**config.mk**
```make
export PLATFORM = sky130hd
export DESIGN_NAME = recovery_sequencer_flat
export DESIGN_NICKNAME = d
export VERILOG_FILES = /design/src/rtl/recovery_sequencer_if.sv /design/src/rtl/recovery_sequencer.sv /design/src/flat_wrapper.sv
export SDC_FILE = /design/constraint.sdc
export NUM_CORES = 1
export LEC_CHECK = 0
export BUFFER_PORTS_ARGS = -buffer_cell sky130_fd_sc_hd__buf_4
export CAP_MARGIN = 30
export CORE_ASPECT_RATIO = 0.5
export CORE_MARGIN = 8
export CORE_UTILIZATION = 40
export CTS_BUF_LIST = sky130_fd_sc_hd__clkbuf_2 sky130_fd_sc_hd__clkbuf_4 sky130_fd_sc_hd__clkbuf_8
export CTS_CLUSTER_DIAMETER = 200
export DETAILED_ROUTE_END_ITERATION = 8
export PLACE_DENSITY = 0.65
export SYNTH_ARGS = -nofsm -noshare
export SYNTH_HDL_FRONTEND = slang
export SYNTH_SLANG_ARGS = --single-unit
```
**constraint.sdc**
```tcl
create_clock -name clock -period 3 [get_ports clock]
set_input_delay 0.3 -clock clock [delete_from_list [all_inputs] [get_ports clock]]
set_output_delay 0.3 -clock clock [all_outputs]
set_load 0.05 [all_outputs]
```
**src/rtl/recovery_sequencer_if.sv**
```systemverilog
// Bundle of signals between the recovery sequencer and the rest of the core.
// The sequencer uses the slave modport; the core (or a bench) uses the master modport.
interface recovery_sequencer_if #(
  parameter int ADDR_W = 32,
  parameter int CNT_W  = 32
);
  logic              mispredict_i;
  logic [ADDR_W-1:0] mispred_target_i;
  logic              fu_busy_i;
  logic              mem_busy_i;
  logic              fetch_ready_i;
  logic              flush_o;
  logic              restore_map_o;
  logic              restore_freelist_o;
  logic              stall_dispatch_o;
  logic              redirect_valid_o;
  logic [ADDR_W-1:0] redirect_pc_o;
  logic              busy_o;
  logic              drain_timeout_o;
  logic [CNT_W-1:0]  recovery_count_o;

  modport slave (
    input  mispredict_i, mispred_target_i, fu_busy_i, mem_busy_i, fetch_ready_i,
    output flush_o, restore_map_o, restore_freelist_o, stall_dispatch_o,
           redirect_valid_o, redirect_pc_o, busy_o, drain_timeout_o, recovery_count_o
  );

  modport master (
    output mispredict_i, mispred_target_i, fu_busy_i, mem_busy_i, fetch_ready_i,
    input  flush_o, restore_map_o, restore_freelist_o, stall_dispatch_o,
           redirect_valid_o, redirect_pc_o, busy_o, drain_timeout_o, recovery_count_o
  );
endinterface

```
**src/rtl/recovery_sequencer.sv**
```systemverilog
// Branch-mispredict recovery controller: flush -> map/freelist restore -> drain
// of in-flight ops -> fetch redirect. Dispatch is held stalled throughout.
module recovery_sequencer #(
  parameter int FLUSH_CYCLES  = 2,
  parameter int DRAIN_TIMEOUT = 256,
  parameter int CNT_W         = 32,
  parameter int ADDR_W        = 32
) (
  input  logic                 clock,
  input  logic                 reset,
  recovery_sequencer_if.slave  bus
);

  // One counter serves both the FLUSH and DRAIN phases, so size it for the larger.
  localparam int CYC_MAX = (FLUSH_CYCLES > DRAIN_TIMEOUT) ? FLUSH_CYCLES : DRAIN_TIMEOUT;
  localparam int CYC_W   = $clog2(CYC_MAX + 1);
  localparam logic [CYC_W-1:0] FLUSH_LAST = CYC_W'(FLUSH_CYCLES - 1);
  localparam logic [CYC_W-1:0] DRAIN_LAST = CYC_W'(DRAIN_TIMEOUT - 1);

  typedef enum logic [2:0] {
    IDLE     = 3'd0,
    FLUSH    = 3'd1,
    RESTORE  = 3'd2,
    DRAIN    = 3'd3,
    REDIRECT = 3'd4
  } state_t;

  state_t            state, state_nxt;
  logic [CYC_W-1:0]  cyc, cyc_nxt;
  logic [ADDR_W-1:0] target, target_nxt;
  logic              timeout_flag, timeout_nxt;
  logic [CNT_W-1:0]  count, count_nxt;

  // State, phase counter, latched target, sticky timeout flag and recovery count.
  always_ff @(posedge clock or posedge reset) begin
    if (reset) begin
      state        <= IDLE;
      cyc          <= '0;
      target       <= '0;
      timeout_flag <= 1'b0;
      count        <= '0;
    end else begin
      state        <= state_nxt;
      cyc          <= cyc_nxt;
      target       <= target_nxt;
      timeout_flag <= timeout_nxt;
      count        <= count_nxt;
    end
  end

  // Next-state sequencing; a mispredict is only accepted from IDLE so the
  // target of an in-progress recovery can never be overwritten.
  always_comb begin
    state_nxt   = state;
    cyc_nxt     = cyc;
    target_nxt  = target;
    timeout_nxt = timeout_flag;
    count_nxt   = count;
    case (state)
      IDLE: begin
        if (bus.mispredict_i) begin
          target_nxt = bus.mispred_target_i;
          cyc_nxt    = '0;
          state_nxt  = FLUSH;
        end
      end
      FLUSH: begin
        cyc_nxt = cyc + 1'b1;
        if (cyc == FLUSH_LAST) begin
          state_nxt = RESTORE;
        end
      end
      RESTORE: begin
        cyc_nxt   = '0;
        state_nxt = DRAIN;
      end
      DRAIN: begin
        if (!bus.fu_busy_i && !bus.mem_busy_i) begin
          state_nxt = REDIRECT;
        end else if (cyc == DRAIN_LAST) begin
          timeout_nxt = 1'b1;
          state_nxt   = REDIRECT;
        end else begin
          cyc_nxt = cyc + 1'b1;
        end
      end
      REDIRECT: begin
        if (bus.fetch_ready_i) begin
          count_nxt = count + 1'b1;
          state_nxt = IDLE;
        end
      end
      default: begin
        state_nxt = IDLE;
      end
    endcase
  end

  // Moore outputs decoded from the registered state.
  assign bus.flush_o            = (state == FLUSH);
  assign bus.restore_map_o      = (state == RESTORE);
  assign bus.restore_freelist_o = (state == RESTORE);
  assign bus.redirect_valid_o   = (state == REDIRECT);
  assign bus.redirect_pc_o      = (state == REDIRECT) ? target : '0;
  assign bus.busy_o             = (state != IDLE);
  assign bus.drain_timeout_o    = timeout_flag;
  assign bus.recovery_count_o   = count;

  // Stall reacts to the mispredict in the same cycle so nothing younger dispatches;
  // it is forced low while reset is asserted.
  assign bus.stall_dispatch_o = !reset &&
                                ((state != IDLE) || ((state == IDLE) && bus.mispredict_i));

endmodule

```
**src/flat_wrapper.sv**
```systemverilog
// flat-port wrapper written by rule: the top's interface ports become plain ports
module recovery_sequencer_flat 
#(
  parameter int FLUSH_CYCLES  = 2,
  parameter int DRAIN_TIMEOUT = 256,
  parameter int CNT_W         = 32,
  parameter int ADDR_W        = 32
)
  (clock, reset, bus_mispredict_i, bus_mispred_target_i, bus_fu_busy_i, bus_mem_busy_i, bus_fetch_ready_i, bus_flush_o, bus_restore_map_o, bus_restore_freelist_o, bus_stall_dispatch_o, bus_redirect_valid_o, bus_redirect_pc_o, bus_busy_o, bus_drain_timeout_o, bus_recovery_count_o);
  recovery_sequencer_if #(.ADDR_W(ADDR_W), .CNT_W(CNT_W)) bus_i ();
  input  logic clock;
  input  logic reset;
  input wire logic [$bits(bus_i.mispredict_i)-1:0] bus_mispredict_i;
  input wire logic [$bits(bus_i.mispred_target_i)-1:0] bus_mispred_target_i;
  input wire logic [$bits(bus_i.fu_busy_i)-1:0] bus_fu_busy_i;
  input wire logic [$bits(bus_i.mem_busy_i)-1:0] bus_mem_busy_i;
  input wire logic [$bits(bus_i.fetch_ready_i)-1:0] bus_fetch_ready_i;
  output wire logic [$bits(bus_i.flush_o)-1:0] bus_flush_o;
  output wire logic [$bits(bus_i.restore_map_o)-1:0] bus_restore_map_o;
  output wire logic [$bits(bus_i.restore_freelist_o)-1:0] bus_restore_freelist_o;
  output wire logic [$bits(bus_i.stall_dispatch_o)-1:0] bus_stall_dispatch_o;
  output wire logic [$bits(bus_i.redirect_valid_o)-1:0] bus_redirect_valid_o;
  output wire logic [$bits(bus_i.redirect_pc_o)-1:0] bus_redirect_pc_o;
  output wire logic [$bits(bus_i.busy_o)-1:0] bus_busy_o;
  output wire logic [$bits(bus_i.drain_timeout_o)-1:0] bus_drain_timeout_o;
  output wire logic [$bits(bus_i.recovery_count_o)-1:0] bus_recovery_count_o;
  assign bus_i.mispredict_i = bus_mispredict_i;
  assign bus_i.mispred_target_i = bus_mispred_target_i;
  assign bus_i.fu_busy_i = bus_fu_busy_i;
  assign bus_i.mem_busy_i = bus_mem_busy_i;
  assign bus_i.fetch_ready_i = bus_fetch_ready_i;
  assign bus_flush_o = bus_i.flush_o;
  assign bus_restore_map_o = bus_i.restore_map_o;
  assign bus_restore_freelist_o = bus_i.restore_freelist_o;
  assign bus_stall_dispatch_o = bus_i.stall_dispatch_o;
  assign bus_redirect_valid_o = bus_i.redirect_valid_o;
  assign bus_redirect_pc_o = bus_i.redirect_pc_o;
  assign bus_busy_o = bus_i.busy_o;
  assign bus_drain_timeout_o = bus_i.drain_timeout_o;
  assign bus_recovery_count_o = bus_i.recovery_count_o;
  recovery_sequencer #(.FLUSH_CYCLES(FLUSH_CYCLES), .DRAIN_TIMEOUT(DRAIN_TIMEOUT), .CNT_W(CNT_W), .ADDR_W(ADDR_W)) u_core (.clock(clock), .reset(reset), .bus(bus_i));
endmodule
```
==> impl_results.md <==
- Most common cell on crit path: ha_1
- Total Power: 3.23 mW
- Hpwl dp: 6.26 mm
- Syn Inst Count: 329
- Worst-path maximum fanout: 18
- Mean post-synth cell area: 11.2 um^2
- Remaining antenna violation count: 0
- Initial Util: 41.7%
- FP Rows: 24
- Hold crit path type: input port to async pin
- Crit path required time: 3.28 ns
- Setup Viol. Count Final: 0
- Final GP Congestion: 0.780
- Slowest CP cell: or4_1
- Clk sinks: 77
- Worst setup EP type: flip-flop
- DRC viols: 0
- Fin. Hold Viols: 0
- First-pass GRT wire length: 14.2 mm
- Worst Setup SP: u_core.cyc[0]$_DFFE_PP0P_
- Worst-Skew Late Latency: 0.35 ns
- Routing usage on met3: 4.00%
- Pin count of the biggest net entering global routing: 41
- Core Area: 0.00883 mm^2
- Largest stage delay, worst path: 0.57 ns
- DR vias: 2799
- Utilization after layout: 54.8%
- Leakage power figure: 2.27 nW
- Placed instance area: 0.00463 mm^2
- CTS clk-pin slew, worst paths: 0.08 ns
- Yosys warnings: 0
- Busiest grt layer: met2
- Post-CTS Setup Inserts: 0
- Syn-to-layout area delta: 31.6%
- DR WL/cell: 15.4 um
- # diodes: 0
- CTS Hold Bufs: 0
- Post-cts sizing count: 0
- Die area: 0.0127 mm^2
- I/O pins: 109
- Minimum clock period: 2.62 ns
- Post-Syn Nets: 371
- Max_slew headroom: 47.9%
- Worst Path Arrival: 2.90 ns
- Initial antenna violation count: 0
- Routed WL: 8.65 mm
- Worst setup SP type: flip-flop
- Total gr overflow: 0
- Total GRT Usage: 13.8%
- Die H: 83.8 um
- Commonest non-fill, non-tap cell in the layout: buf_4
- GR Util met1: 16.5%
- Iteration-0 DRC Markers: 153
- Slew @ Worst Pin: 0.778 ns
- Status: complete, no violations
- Fin cells: 563
- Grt met2 use: 23.5%
- Final Cycle Share: 87.4%
- Unique masters post-synth: 40
- Critical path cell sequence: ha_1 -> nand3_1 -> nor3_1 -> ha_1 -> o21bai_1 -> a311o_1 -> or4_1 -> a21oi_1
- Most frequent cells in the layout: buf_4, dfrtp_1, and2_1
- Cts bufs inserted: 9
- Final instance area: 0.00484 mm^2
- Vias in the first global route: 2724
- Max Clock Skew: 0.00577 ns
- Critical path class: flip-flop to flip-flop
- #FFs+latches synth: 77
- Mapped cell area: 0.00368 mm^2
- Pins Over Slew Limit: 0
- Port bufs: 108
- Unrepaired setup endpoints after global routing: false
- Nets@finish: 483
- Seq/Total Area, Yosys: 52.4%
- Vias per cell: 4.97
- Max Cap Viol: 0
- TNS Setup: 0 ns
- CTS Buffer Depth: 2
- Root buf cell: clkbuf_8
- Reg-to-Reg Start: u_core.cyc[0]$_DFFE_PP0P_
- Placed instance count: 547
- Fraction of layout cells with a size suffix above 1: 38.3%
- CTS H-tree depth: 3
- Fmax: 0.381 GHz
- PwrDens: 667 mW/mm^2
- CTS tree: yes
- Die Width: 152 um
- Total iterations of the first detailed-routing run: 4
- Peak VDD IR: 0.402 mV
## cells in the mapped netlist (all sizes together)
master	number	area (um^2)
o211ai	1	7.51
o221ai	1	8.76
nand4bb	1	11.3
a21oi	4	20.0
nand2b	4	25.0
o21ai	2	10.0
o31ai	3	22.5
nand2	22	82.6
inv	7	26.3
or4	2	15.0
buf	11	71.3
nor2	11	43.8
o22ai	1	6.26
o21bai	2	15.0
nor3b	2	15.0
o21a	1	7.51
or3	2	12.5
a311o	1	10.0
dfrtp	77	1930
mux2	32	360
xnor2	26	228
or2	2	12.5
nand3b	2	15.0
nand4	24	150
and3	7	43.8
or4b	2	20.0
and2	38	238
ha	4	50.1
and4	2	17.5
xor2	5	43.8
nor3	8	55.1
nor4	1	6.26
clkbuf	4	15.0
nand3	17	85.1
## flip-flops by register name (all words and copies together), names as in the netlist
signal,flops
u_core.bus.drain_timeout_o,1
u_core.target,32
u_core.cyc,9
u_core.bus.recovery_count_o,32
u_core.state,3
## cell families (layout without fill, tap and decap cells)
group	count (synthesis)	count (layout)	share of synthesized area (%)
simple gates	147	147	23.1
flops	77	77	52.4
mux	32	32	9.80
xor+xnor	31	31	7.38
buf+inv	22	139	3.06
compound gates	16	16	2.93
fa+ha+maj	4	4	1.36
## power breakdown
group	switching, mW	internal, mW
sequential	0.171	1.30
combinational	0.485	0.430
clock	0.378	0.463
## through the flow
stage | setup slack (ns) | hold WS [ns]
floorplan | 0.217 | 0.409
global placement | 0.452 | 0.461
detailed placement | 0.386 | 0.473
CTS | 0.368 | 0.0915
global route | 0.167 | 0.112
finish | 0.378 | 0.0901
## path summary, 6_finish.rpt
path,slack [ns],depth (start not counted),end
worst min register to register,0.48,1,u_core.bus.recovery_count_o[31]$_DFFE_PP0P_
worst max-delay path,0.38,8,u_core.cyc[7]$_DFFE_PP0P_
min in group clock,0.16,2,u_core.state[2]$_DFFE_PP0P_
worst min-delay path,0.09,3,u_core.bus.drain_timeout_o$_DFFE_PP0P_
worst max register to register,0.38,8,u_core.cyc[7]$_DFFE_PP0P_
max in group asynchronous,2.32,4,u_core.target[22]$_DFFE_PP0P_
## layout make-up
| cell class | instances | area [um^2] |
|---|---|---|
| clock buffer | 9 | 124 |
| clock inverter | 7 | 90.1 |
| sequential | 77 | 1930 |
| inverter | 7 | 26.3 |
| tap | 117 | 146 |
| fill | 809 | 3990 |
| timing repair buffer | 116 | 883 |
| multi-input combinational | 230 | 1640 |
## metal layers
| metal | up-vias | wire (um) |
|---|---|---|
| li1 | 1372 | - |
| met1 | 1356 | 3690 |
| met2 | 58 | 4340 |
| met3 | 13 | 503 |
| met4 | 0 | 115 |
| met5 | - | 0 |
## critical path, delay by kind of cell (launching register included)
kind,cells,cell delay (ns)
fa+ha+maj,2,0.43
compound gates,3,0.88
simple gates,3,0.82
flops,1,0.42
(Power assumes the default switching activity.)
